==> src/rtl/camera_capture.sv <==
// camera_capture: samples an 8-bit sensor bus framed by VSYNC/HREF, packs
// byte pairs into RGB444 pixels and writes them to a frame buffer.
//
// Ports:
//   clk_i, reset_ni       pixel clock, async active-low reset
//   capture_en_i          arms capture, sampled at frame start only
//   vsync_i, href_i       sensor framing (vsync high = blanking)
//   pixel_data_i[7:0]     sensor byte
//   write_en_o            one-cycle frame-buffer write strobe
//   write_address_o       linear raster address 0..DEPTH-1
//   write_data_o          pixel {R[3:0],G[3:0],B[3:0]}
//   frame_done_o          one-cycle pulse at end of a captured frame
//   overflow_o            sticky: frame had more than DEPTH pixels
//   frame_count_o         captured-frame counter, wraps
//
// Optional build macro CAMERA_TEST_PATTERN_EN: write_data_o carries the
// pixel counter instead of sensor data; framing and addressing unchanged.

module camera_capture #(
    parameter int WIDTH      = 12,
    parameter int DEPTH      = 76800,
    parameter int ADDR_WIDTH = $clog2(DEPTH)
) (
    input  logic                  clk_i,
    input  logic                  reset_ni,
    input  logic                  capture_en_i,
    input  logic                  vsync_i,
    input  logic                  href_i,
    input  logic [7:0]            pixel_data_i,
    output logic                  write_en_o,
    output logic [ADDR_WIDTH-1:0] write_address_o,
    output logic [WIDTH-1:0]      write_data_o,
    output logic                  frame_done_o,
    output logic                  overflow_o,
    output logic [7:0]            frame_count_o
);

    // Counter must be able to hold DEPTH itself so it can saturate there.
    localparam int CNT_W = $clog2(DEPTH + 1);

    typedef enum logic [1:0] {
        IDLE,
        WAIT_FRAME,
        ACTIVE
    } state_e;

    state_e                  state_q, state_d;
    logic                    vsync_prev_q, vsync_prev_d;
    logic                    phase_q, phase_d;
    logic [3:0]              red_q, red_d;
    logic [CNT_W-1:0]        cnt_q, cnt_d;
    logic                    we_q, we_d;
    logic [ADDR_WIDTH-1:0]   addr_q, addr_d;
    logic [WIDTH-1:0]        data_q, data_d;
    logic                    done_q, done_d;
    logic                    ovf_q, ovf_d;
    logic [7:0]              fcnt_q, fcnt_d;

    always_comb begin
        state_d      = state_q;
        vsync_prev_d = vsync_i;
        phase_d      = phase_q;
        red_d        = red_q;
        cnt_d        = cnt_q;
        we_d         = 1'b0;
        addr_d       = addr_q;
        data_d       = data_q;
        done_d       = 1'b0;
        ovf_d        = ovf_q;
        fcnt_d       = fcnt_q;

        unique case (state_q)
            // Wait for blanking so a partially seen frame is never captured.
            IDLE: begin
                if (vsync_i) begin
                    state_d = WAIT_FRAME;
                end
            end

            // Frame start is the vsync falling edge; a byte sampled on that
            // same edge belongs to no frame and is dropped.
            WAIT_FRAME: begin
                if (vsync_prev_q && !vsync_i && capture_en_i) begin
                    state_d = ACTIVE;
                    cnt_d   = '0;
                    phase_d = 1'b0;
                    ovf_d   = 1'b0;
                end
            end

            ACTIVE: begin
                if (vsync_i) begin
                    state_d = WAIT_FRAME;
                    phase_d = 1'b0;
                    done_d  = 1'b1;
                    fcnt_d  = fcnt_q + 8'd1;
                end else if (!href_i) begin
                    // Any dangling odd byte of the line is discarded here.
                    phase_d = 1'b0;
                end else if (!phase_q) begin
                    red_d   = pixel_data_i[3:0];
                    phase_d = 1'b1;
                end else begin
                    phase_d = 1'b0;
                    if (cnt_q < CNT_W'(DEPTH)) begin
                        we_d   = 1'b1;
                        addr_d = ADDR_WIDTH'(cnt_q);
`ifdef CAMERA_TEST_PATTERN_EN
                        data_d = WIDTH'(cnt_q);
`else
                        data_d = WIDTH'({red_q, pixel_data_i});
`endif
                        cnt_d  = cnt_q + CNT_W'(1);
                    end else begin
                        // Counter stays at DEPTH; excess pixels are dropped.
                        ovf_d = 1'b1;
                    end
                end
            end

            default: begin
                state_d = IDLE;
            end
        endcase
    end

    always_ff @(posedge clk_i or negedge reset_ni) begin
        if (!reset_ni) begin
            state_q      <= IDLE;
            vsync_prev_q <= 1'b0;
            phase_q      <= 1'b0;
            red_q        <= '0;
            cnt_q        <= '0;
            we_q         <= 1'b0;
            addr_q       <= '0;
            data_q       <= '0;
            done_q       <= 1'b0;
            ovf_q        <= 1'b0;
            fcnt_q       <= '0;
        end else begin
            state_q      <= state_d;
            vsync_prev_q <= vsync_prev_d;
            phase_q      <= phase_d;
            red_q        <= red_d;
            cnt_q        <= cnt_d;
            we_q         <= we_d;
            addr_q       <= addr_d;
            data_q       <= data_d;
            done_q       <= done_d;
            ovf_q        <= ovf_d;
            fcnt_q       <= fcnt_d;
        end
    end

    assign write_en_o      = we_q;
    assign write_address_o = addr_q;
    assign write_data_o    = data_q;
    assign frame_done_o    = done_q;
    assign overflow_o      = ovf_q;
    assign frame_count_o   = fcnt_q;

endmodule

==> config.mk <==
export PLATFORM = sky130hd
export DESIGN_NAME = camera_capture
export DESIGN_NICKNAME = d
export VERILOG_FILES = /design/src/rtl/camera_capture.sv
export SDC_FILE = /design/constraint.sdc
export NUM_CORES = 1
export LEC_CHECK = 0
export BUFFER_PORTS_ARGS = -buffer_cell sky130_fd_sc_hd__buf_2
export CORE_MARGIN = 1
export CORE_UTILIZATION = 55
export CTS_CLUSTER_SIZE = 16
export DETAILED_ROUTE_END_ITERATION = 10
export PLACE_DENSITY = 0.79
export SYNTH_ARGS = -nofsm -noshare
export SYNTH_HDL_FRONTEND = slang
export SYNTH_SLANG_ARGS = --single-unit
==> constraint.sdc <==
create_clock -name clk_i -period 1.9 [get_ports clk_i]
set_input_delay 0.19 -clock clk_i [delete_from_list [all_inputs] [get_ports clk_i]]
set_output_delay 0.19 -clock clk_i [all_outputs]
set_load 0.02 [all_outputs]
* Word-level counts from Yosys, hierarchy flattened
Cells that the tools add are included.
** Word-level totals
- Input bits :: 13
- Register bits after elaboration :: 65
** Cells by class
- Equal/unequal tests :: 9
- Add/sub/neg operators :: 2
- Magnitude comparators :: 1
- Reductions and logical operators :: 13
- Multiplexer cells :: 26
- Bitwise operators :: 2
** Operators with widths (number)
- 17-bit two-way mux :: 5
- 17-bit one-hot mux with 2 select lines :: 1
- 17-bit by 1-bit adder with 17-bit output (second input constant) :: 1
- 17-bit < comparator (second input constant) :: 1
- 1-bit two-way mux :: 15
- 2-bit inequality test (second input constant) :: 6
- 6-bit AND reduction :: 2
- 8-bit by 1-bit adder with 8-bit output (second input constant) :: 1
- 2-bit AND reduction :: 3
- 5-bit AND reduction :: 1
- 2-bit two-way mux :: 2
- 1-bit one-hot mux with 2 select lines :: 2
- 2-bit one-hot mux with 2 select lines :: 1
- 4-bit AND reduction :: 1
- 2-bit by 1-bit == test with 1-bit output (second input constant) :: 1
- 2-bit == test (second input constant) :: 1
- 1-bit logical AND :: 2
- 2-bit logical NOT :: 1
- 2-bit by 1-bit inequality test with 1-bit output (second input constant) :: 1
- 1-bit NOT :: 2
- 2-bit nonzero test :: 1
- 2-bit OR reduction :: 1
- 1-bit logical NOT :: 1

* Depth between registers and ports, before layout
- Word-level depth :: 6
- Mapped depth :: 7

* Worst setup path after synthesis
No wires, ideal clock.
- Path type :: register to register
- From :: register cnt_q[12]
- To :: register data_q[1], in the netlist write_data_o[1]
- Clock period less this slack :: 1.725 ns
- Path buffers :: 1
- Data required time :: 1.775 ns
- Library setup time :: 0.125 ns
- Stages on the path, launching flop included :: 7
- Arrival :: 1.600 ns
- Slack :: 0.175 ns
- Path through :: dfrtp_1 > a211oi_2 > a21o_4 > nand2_4 > inv_2 > buf_6 > mux2_2
** On the way
- Cells in the longest elaborated chain, start to end :: 2
** Ends and longest elaborated chain
- from (decl) :: RTL line 51 : logic [CNT_W-1:0] cnt_q, cnt_d;
- from (signal assigned) :: RTL line 145 : cnt_q <= cnt_d;
- 17-bit < comparator :: RTL line 105 : if (cnt_q < CNT_W'(DEPTH)) begin
- 5-bit AND reduction (no source line)
- to (signal assigned) :: RTL line 148 : data_q <= data_d;
- to (decl) :: RTL line 54 : logic [WIDTH-1:0] data_q, data_d;
Every way passes these cells.
A chain may end at the register's enable or synchronous reset.

* Worst setup path after layout
- From :: register vsync_prev_q
- To :: register cnt_q[8]
** On the way
- Cells in the longest elaborated chain, start to end :: 4
** Ends and longest elaborated chain
- from (decl) :: RTL line 48 : logic vsync_prev_q, vsync_prev_d;
- from (signal assigned) :: RTL line 142 : vsync_prev_q <= vsync_prev_d;
- 1-bit logical AND (2 in a row) :: RTL line 83 : if (vsync_prev_q && !vsync_i && capture_en_i) begin
- 2-bit inequality test (no source line)
- 6-bit AND reduction (no source line)
Every way passes these cells.

==> flow_metrics.env <==
export IMPL_criticalPathCategory="reg -> reg"
export IMPL_pwr_share_seq_pct=46.7
export IMPL_rows=26
export IMPL_grt_pass1_vias=2063
export IMPL_layout_drive_gt1_share_pct=43.9
export IMPL_gp_congestion=0.958
export IMPL_r2r_start="vsync_prev_q$_DFF_PN0_"
export IMPL_io_pins=53
export IMPL_finalPower_mw=3.27
export IMPL_num_vias=2142
export IMPL_coreArea_um2=5170
export IMPL_clock_skew_ns=0.0111
export IMPL_min_from="vsync_i"
export IMPL_fillers=350
export IMPL_critPathLaunchType="flip-flop"
export IMPL_ys_async_sr_fraction_pct=100
export IMPL_die_h_um=75.7
export IMPL_finalHoldViolCount=0
export IMPL_diodes=0
export IMPL_grt_max_degree=43
export IMPL_status="finished, final reports clean"
export IMPL_grt_pass1_wl_mm=9.75
export IMPL_p_per_area_nw_per_um2=877
export IMPL_detailed_place_hpwl_mm=4.09
export IMPL_synth_most_common_cell="dfrtp_1"
export IMPL_cts_buffers=9
export IMPL_fin_util_pct=72.1
export IMPL_synth_avg_cell_area_um2=12.9
export IMPL_synth_edf_count=0
export IMPL_area_growth_pct=24.9
export IMPL_tightestPinTransition_ns=0.577
export IMPL_vias_per_cell=5.61
export IMPL_start_util_pct=57.8
export IMPL_synth_area_top_cells="dfrtp_1 (54%), mux2_4 (7.5%), mux2_2 (6.4%)"
export IMPL_cts_tree="yes"
export IMPL_yosys_top_cells_count="dfrtp_1 (65), nand2_1 (18), mux2_2 (17), mux2_4 (15), nand3_1 (11)"
export IMPL_yosys_area_top_type="dfrtp_1"
export IMPL_relSlewSlack_pct=61.5
export IMPL_worstPathArrival_ns=2.12
export IMPL_synth_seq_area_share_pct=54.4
export IMPL_placed_area_um2=3440
export IMPL_peakVddDrop_mv=0.732
export IMPL_clock_sinks=65
export IMPL_yosys_most_used_dff="dfrtp_1"
export IMPL_clk_pin_slew_worst_paths_ns=0.08
export IMPL_drc=0
export IMPL_clock_latency_ns=0.35
export IMPL_track_usage_pct=23.8
export IMPL_p_sw_mw=0.785
export IMPL_ys_types=48
export IMPL_max_cap_violations=0
export IMPL_drt_iter0_drc=209
export IMPL_synth_fp_nets=247
export IMPL_yosysWarningCount=0
export IMPL_die_w_um=75.7
export IMPL_port_buffers=52
export IMPL_sw_frac_of_total_pct=24.0
export IMPL_dr_pass1_iters=4
export IMPL_path_max_fanout=12
export IMPL_fmax_mhz=540
export IMPL_antenna_found_initial=0
export IMPL_postRouteAntennaNets=0
export IMPL_grt_ovfl_total=0
export IMPL_drv_slew=0
export IMPL_critical_path_startpoint="vsync_prev_q$_DFF_PN0_"
export IMPL_htreeDepth=3
export IMPL_period_needed_ns=1.85
export IMPL_rrSetupSlack_ns=0.05
export IMPL_synth_seq_cells=65
export IMPL_dieArea_um2=5730
export IMPL_p_comb_share_pct=8.6
export IMPL_hold_slack_ns=0.0568
export IMPL_critical_path_required_ns=2.17
export IMPL_root_buffer="clkbuf_8"
export IMPL_synth_top_cell_area_share_pct=54.4
export IMPL_design_area_um2=3730
export IMPL_final_setup_tns_ns=0
export IMPL_hp_class="in -> reg"
export IMPL_p_leak_nw=1.91
export IMPL_wl_per_cell_um=15.9
export IMPL_drt_wl_total_mm=6.07
export IMPL_setup_violations=0
export IMPL_cts_max_path_buffers=2
export IMPL_netlist_area_um2=2990
export IMPL_clockPowerShare_pct=44.7
export IMPL_synthCells=232
export IMPL_cellInternalPower_mw=2.49
export IMPL_final_nets=322
export IMPL_finalCritPeriodShare_pct=97.5
export IMPL_endpoint_kind="flip-flop"
[per-layer routing]
layer	vias to the layer above	routed length (um)	global-route usage, %
met5	-	0	0
met4	0	105	13.0
met3	9	340	6.22
met2	70	3010	36.4
met1	1053	2620	31.1
li1	1010	-	-
[worst paths after layout]
path / cells after the start / endpoint
setup / recovery: 4 / cnt_q[8]$_DFFE_PN0P_
hold / removal: 1 / vsync_prev_q$_DFF_PN0_
setup reg to reg: 4 / cnt_q[8]$_DFFE_PN0P_
hold reg to reg: 1 / frame_count_o[7]$_DFFE_PN0P_
max in group asynchronous: 3 / write_data_o[11]$_DFFE_PN0P_
min in group asynchronous: 2 / write_address_o[7]$_DFFE_PN0P_
[flip-flops by register name, indices dropped and copies added (netlist names), 2 cells and up]
signal	cells
state_q	2
cnt_q	17
write_address_o	17
write_data_o	12
red_q	4
frame_count_o	8
[repair_timing]
action                                 in CTS  in global routing
resized for setup                           0                  4
endpoints found under the hold margin      23                  0
setup endpoints to repair                   0                  7
hold buffers                                1                  0
buffers inserted                            0                  0
[placed cells by master (no fill, tap or decap), types with 5 or more instances in the layout]
cell,Yosys,layout
a211oi_1,6,5
a21oi_1,7,7
a31oi_1,6,6
buf_2,3,52
buf_4,0,17
clkbuf_8,0,10
dfrtp_1,65,65
inv_1,5,5
mux2_2,17,17
mux2_4,15,15
mux2i_1,8,8
nand2_1,18,18
nand2b_1,8,8
nand3_1,11,10
nand4_1,5,5
[logic make-up (layout without fill, tap and decap cells)]
kind of cell	count (synthesis)	after routing	synth area share (%)
multiplexers	40	40	16.6
XOR/XNOR	7	7	2.05
flip-flops	65	65	54.4
AO/OA/AOI/OAI	39	39	10.6
adder cells (fa/ha/maj)	2	2	0.837
AND/OR/NAND/NOR	64	65	12.4
buffers and inverters	15	94	3.01
[critical path, cell delays in order, from the launching register on]
cell       delay, ns
dfrtp_1         0.34
nand2_1         0.11
or4b_4          0.66
a2111oi_2       0.44
mux2i_1         0.23
[layout make-up]
cell class	count	area [um^2]	area share, %
Inverter	6	22.5	0.604
Timing Repair Buffer	72	438	11.7
Clock buffer	10	138	3.69
Tap cell	70	87.6	2.35
Sequential cell	65	1630	43.6
Clock inverter	6	114	3.05
Multi-Input combinational cell	153	1310	35.0
[metrics by stage]
| step | std cells | setup slack [ns] |
|---|---|---|
| 2_1_floorplan | 232 | 0.175 |
| 3_3_place_gp | 364 | 0.0957 |
| 3_5_place_dp | 364 | 0.0388 |
| 4_1_cts | 381 | 0.0294 |
| 5_1_grt | 382 | -0.00400 |
| 6_report | 382 | 0.0473 |
[power groups by stage]
stage,registers [mW],logic [mW],clock network [mW]
5_1_grt,1.54,0.315,1.55
6_report,1.53,0.282,1.46
4_1_cts,1.52,0.283,1.49
3_5_place_dp,1.55,0.280,0
3_3_place_gp,1.54,0.270,0
2_1_floorplan,1.58,0.114,0
No activity file was read; power rests on OpenSTA's default activity.
